[src/rtl/multi_channel_serializer.sv]
// Round-robin arbiter over NUM_CHANNELS wide FWFT inputs, serialized as [channel id header, data beats LSB-first].
// Define SERDES_PARITY_EN to append an XOR-of-data-beats parity beat to each frame.
module multi_channel_serializer #(
    parameter int HUB_FIFO_WIDTH          = 32,
    parameter int HUB_FIFO_PHYSICAL_WIDTH = 4,
    parameter int NUM_CHANNELS            = 4,
    localparam int CH_W = (NUM_CHANNELS > 1) ? $clog2(NUM_CHANNELS) : 1
) (
    input  logic                                   clk,
    input  logic                                   reset,
    input  logic [NUM_CHANNELS*HUB_FIFO_WIDTH-1:0] wide_fifo_data,
    input  logic [NUM_CHANNELS-1:0]                wide_fifo_valid,
    output logic [NUM_CHANNELS-1:0]                wide_fifo_ready,
    output logic [HUB_FIFO_PHYSICAL_WIDTH-1:0]     narrow_fifo_data,
    output logic                                   narrow_fifo_valid,
    input  logic                                   narrow_fifo_ready,
    output logic                                   busy,
    output logic [CH_W-1:0]                        active_channel
);

    localparam int W     = HUB_FIFO_WIDTH;
    localparam int P     = HUB_FIFO_PHYSICAL_WIDTH;
    localparam int BEATS = W / P;
    localparam int BCW   = (BEATS > 1) ? $clog2(BEATS) : 1;

    typedef enum logic [1:0] {
        IDLE   = 2'd0,
        HEADER = 2'd1,
`ifdef SERDES_PARITY_EN
        DATA   = 2'd2,
        PARITY = 2'd3
`else
        DATA   = 2'd2
`endif
    } state_t;

    state_t          state;
    state_t          state_nxt;
    logic [CH_W-1:0] rr_ptr;
    logic [CH_W-1:0] grant;
    logic            grant_vld;
    logic            capture;
    logic            hs;
    logic            last_beat;
    logic [W-1:0]    shift_reg;
    logic [W-1:0]    shifted;
    logic [BCW-1:0]  beat_cnt;
    logic [P-1:0]    hdr_beat;
`ifdef SERDES_PARITY_EN
    logic [P-1:0]    parity_acc;
`endif

    assign hs        = narrow_fifo_valid && narrow_fifo_ready;
    assign last_beat = (beat_cnt == BCW'(BEATS - 1));
    assign shifted   = shift_reg >> P;
    assign busy      = (state != IDLE);
    // Reset also gates the read strobe so no word is consumed while held in reset.
    assign capture   = (state == IDLE) && grant_vld && !reset;

    // Search upward from rr_ptr; iterating downward lets the nearest valid channel win.
    always_comb begin
        int idx;
        idx       = 0;
        grant     = '0;
        grant_vld = 1'b0;
        for (int i = NUM_CHANNELS - 1; i >= 0; i--) begin
            idx = int'(rr_ptr) + i;
            if (idx >= NUM_CHANNELS) idx = idx - NUM_CHANNELS;
            if (wide_fifo_valid[idx]) begin
                grant     = CH_W'(idx);
                grant_vld = 1'b1;
            end
        end
    end

    always_comb begin
        hdr_beat             = '0;
        hdr_beat[CH_W-1:0]   = grant;
    end

    always_ff @(posedge clk or posedge reset) begin
        if (reset) state <= IDLE;
        else       state <= state_nxt;
    end

    always_comb begin
        state_nxt = state;
        case (state)
            IDLE:   if (capture) state_nxt = HEADER;
            HEADER: if (hs) state_nxt = DATA;
`ifdef SERDES_PARITY_EN
            DATA:   if (hs && last_beat) state_nxt = PARITY;
            PARITY: if (hs) state_nxt = IDLE;
`else
            DATA:   if (hs && last_beat) state_nxt = IDLE;
`endif
            default: state_nxt = IDLE;
        endcase
    end

    always_comb begin
        wide_fifo_ready = '0;
        for (int c = 0; c < NUM_CHANNELS; c++) begin
            wide_fifo_ready[c] = capture && (int'(grant) == c);
        end
    end

    // Beat registers only advance on a handshake, so a stalled beat stays put.
    always_ff @(posedge clk or posedge reset) begin
        if (reset) begin
            narrow_fifo_valid <= 1'b0;
            narrow_fifo_data  <= '0;
            active_channel    <= '0;
            rr_ptr            <= '0;
            shift_reg         <= '0;
            beat_cnt          <= '0;
`ifdef SERDES_PARITY_EN
            parity_acc        <= '0;
`endif
        end else begin
            case (state)
                IDLE: begin
                    if (capture) begin
                        shift_reg         <= wide_fifo_data[int'(grant)*W +: W];
                        active_channel    <= grant;
                        rr_ptr            <= (int'(grant) == NUM_CHANNELS - 1) ? '0 : grant + 1'b1;
                        narrow_fifo_valid <= 1'b1;
                        narrow_fifo_data  <= hdr_beat;
                        beat_cnt          <= '0;
`ifdef SERDES_PARITY_EN
                        parity_acc        <= '0;
`endif
                    end
                end
                HEADER: begin
                    if (hs) begin
                        narrow_fifo_data <= shift_reg[P-1:0];
                        beat_cnt         <= '0;
                    end
                end
                DATA: begin
                    if (hs) begin
                        shift_reg <= shifted;
                        beat_cnt  <= beat_cnt + 1'b1;
`ifdef SERDES_PARITY_EN
                        parity_acc <= parity_acc ^ narrow_fifo_data;
                        if (last_beat) narrow_fifo_data <= parity_acc ^ narrow_fifo_data;
                        else           narrow_fifo_data <= shifted[P-1:0];
`else
                        if (last_beat) narrow_fifo_valid <= 1'b0;
                        else           narrow_fifo_data  <= shifted[P-1:0];
`endif
                    end
                end
`ifdef SERDES_PARITY_EN
                PARITY: begin
                    if (hs) narrow_fifo_valid <= 1'b0;
                end
`endif
                default: ;
            endcase
        end
    end

endmodule
[config.mk]
export PLATFORM = sky130hd
export DESIGN_NAME = multi_channel_serializer
export DESIGN_NICKNAME = d
export VERILOG_FILES = /design/src/rtl/multi_channel_serializer.sv
export SDC_FILE = /design/constraint.sdc
export NUM_CORES = 1
export LEC_CHECK = 0
export ABC_AREA = 1
export ABC_CLOCK_PERIOD_IN_PS = 3800
export BUFFER_PORTS_ARGS = -buffer_cell sky130_fd_sc_hd__buf_2
export CAP_MARGIN = 20
export CELL_PAD_IN_SITES_DETAIL_PLACEMENT = 0
export CELL_PAD_IN_SITES_GLOBAL_PLACEMENT = 2
export CORE_UTILIZATION = 27
export CTS_CLUSTER_DIAMETER = 100
export DETAILED_ROUTE_END_ITERATION = 8
export GPL_ROUTABILITY_DRIVEN = 0
export MAX_ROUTING_LAYER = met4
export PLACE_DENSITY = 0.84
export SLEW_MARGIN = 20
export SYNTH_ARGS = -nofsm -noshare
export SYNTH_HDL_FRONTEND = slang
export SYNTH_SLANG_ARGS = --single-unit
[constraint.sdc]
create_clock -name clk -period 3.8 [get_ports clk]
set_input_delay 0.38 -clock clk [delete_from_list [all_inputs] [get_ports clk]]
set_output_delay 0.38 -clock clk [all_outputs]
set_load 0.005 [all_outputs]
==> metrics.txt <==
setup bufs post-CTS 0; Synth top area share 30.5%; initial antenna violation count 0; largest net degree at the start of global routing 57; most frequent cell after synthesis nand2_1; Synth area leader dfrtp_1; RSZ-0062 raised after global routing false; Initial Util between 20% and 30%; arrival time at the worst endpoint between 2 and 3 ns; first-pass iteration count of the detailed router 5; final wirelength roughly 13,000 µm; Largest register FFs 32; Final Cycle Share between 70 and 80%; Synth area leaders dfrtp_1 (31%), nand3_1 (20%), nand2_1 (19%), a21oi_1 (4.8%), nor2_1 (4.8%); Warnings, synthesis 0; Final Hold Fails 0; Area growth syn-to-layout 24.4%; port bufs around 150; CTS Sinks 46; Worst-path clk slew roughly 0.060 ns; # IOs approximately 150; top fanout value on the critical path 34; sequential cell area roughly 1200 µm²; first-pass GRT wire length approximately 21,000 µm; number of max-cap violations 0; leakage power approximately 2.6 nW; Die Height between 100 and 150 µm; nets@finish 862; GRT Residual Overflow 0; P per Cell Area between 1000 and 1500 nW/µm²; row cnt 42; share of layout cells above drive strength 1 between 20% and 30%; Crit Path Class reg2out; asr flop ratio synth 100%; initial DRC count between 150 and 200; CTS tree done; # setup viols final 0; vias around 4,300; Critical Path End Type primary output; FF+latch count, synth between 40 and 50; post-route minimum period slightly below 3 ns; FMAX between 0.3 and 0.4 GHz; Die Wd 120 µm; top_reg_cell synth dfrtp_1; Hold-fix buffers, CTS 0; Synth cell types 25; GRT Util Overall roughly a fifth; startpoint types flop; Slew Limit Fails 0; wire per inst around 14 µm; CTS resizes 0; Clock Skews roughly 0.0045 ns; Data required, critical path approximately 3.4 ns; Slew HR roughly 44%; sequential area share after synthesis 30.5%; worst skew pair latency 0.29 ns; antenna cells 0; synthesized instance count a little under 600; Antenna Nets Post-Route 0; multi-input logic area approximately 2200 µm²; synthesized area ~3800 µm²; EDFF count, synth 0; clock buffer depth 2; setup TNS 0 ns; Post-Syn Area per Cell 6.32 µm²; DIE AREA 14,400 µm²; outcome finished clean; PnR Total Power 4.70 mW; Max VDD drop ~0.44 mV; cts bufs inserted 5; Min-Delay Path Class in2async; vias in the first global route between 4,000 and 5,000; commonest cells in the synthesized netlist nand2_1 (190), nand3_1 (148), nor2_1 (48); Fill cells 1,533; HPWL after detailed placement about 9600 µm; Remaining DRCs 0; Post-Syn Nets approximately 740; worst slew pin tran ~0.83 ns; core area 13,500 µm²; H-tree levels 2; CTS root buf clkbuf_16; Via density ~4.9
[kinds of logic (layout without fill, tap and decap cells)]
kind of cell / Yosys count / count (layout) / synth area share, %
AND/OR/NAND/NOR: 398 / 398 / 45.9
XOR/XNOR: 1 / 1 / 0.232
buffers and inverters: 80 / 201 / 10.6
adder cells (fa/ha/maj): 11 / 11 / 3.65
flip-flops: 46 / 46 / 30.5
AO/OA/AOI/OAI: 60 / 60 / 9.10
[through the flow]
step                util, %  setup WS, ns  instance area, µm²  std cells  hold WS [ns]
global placement       33.6          1.18                4520        885         0.466
floorplan                 -          1.72                3770        596         0.449
finish                 34.8         0.887                4690        893         0.244
global route           34.8         0.552                4690        893         0.311
detailed placement     33.6          1.14                4520        885         0.465
CTS                    34.8         0.838                4690        893         0.384
[worst max-delay path, cell delays in order, from the launching register on]
cell     delay [ns]
dfrtp_1        0.56
inv_1          0.12
nand2_1        0.12
nand3_1        0.12
nand3_2        0.14
nand3_1        0.08
nand2_1        0.08
nand2_2        0.06
inv_2          0.45
ha_1           0.26
inv_1          0.05
nor2_1         0.08
buf_2          0.11
[final cells by class]
type,count,share of cell area (%)
Multi-Input combinational cell,470,47.3
Sequential cell,46,24.6
Timing Repair Buffer,153,16.7
Tap cell,176,4.70
Inverter,40,3.23
Clock buffer,7,2.83
Clock inverter,1,0.641
[placed cells by master, fill, tap and decap left out]
master / Yosys / layout
nand3_1: 148 / 148
ha_1: 11 / 11
nor2_1: 48 / 48
or2_2: 1 / 1
o21ai_1: 2 / 2
o21ai_0: 14 / 14
a21oi_2: 4 / 4
a21oi_1: 36 / 36
bufinv_16: 0 / 1
nand3_2: 4 / 4
nand2_1: 190 / 190
buf_2: 13 / 146
o211ai_1: 1 / 1
o21a_1: 1 / 1
dfrtp_1: 46 / 46
inv_1: 37 / 36
buf_4: 12 / 7
nand2_4: 1 / 1
nand4_1: 1 / 1
clkbuf_1: 9 / 2
o21ai_4: 2 / 2
xnor2_1: 1 / 1
clkbuf_16: 0 / 5
nand2_2: 5 / 5
inv_2: 3 / 3
clkinv_2: 0 / 1
[power breakdown]
| group | switching (mW) | internal (mW) |
|---|---|---|
| Clock | 0.184 | 0.311 |
| Sequential | 0.150 | 0.730 |
| Combinational | 2.27 | 1.06 |
[metal layers]
metal	vias up	track usage [%]	part of all wire, %	wire (µm)
met2	107	30.0	47	6010
met5	-	-	0	0
li1	2170	-	-	-
met4	0	3.52	0.80	104
met1	2063	26.0	50	6410
met3	6	2.09	3.1	400
[path summary, 6_finish.rpt]
kind | from | endpoint | slack [ns] | cells after the start
min in group clk | wide_fifo_data[30] | shift_reg[30] | 0.43 | 5
worst max register to register | rr_ptr[0] | shift_reg[24] | 1.14 | 13
worst min register to register | narrow_fifo_data[2] | narrow_fifo_data[2] | 0.48 | 2
max in group asynchronous | reset | shift_reg[25] | 3.05 | 2
worst min-delay path | reset | active_channel[0] | 0.24 | 2
worst max-delay path | rr_ptr[0] | wide_fifo_ready[3] | 0.89 | 12
(Power assumes the default switching activity.)
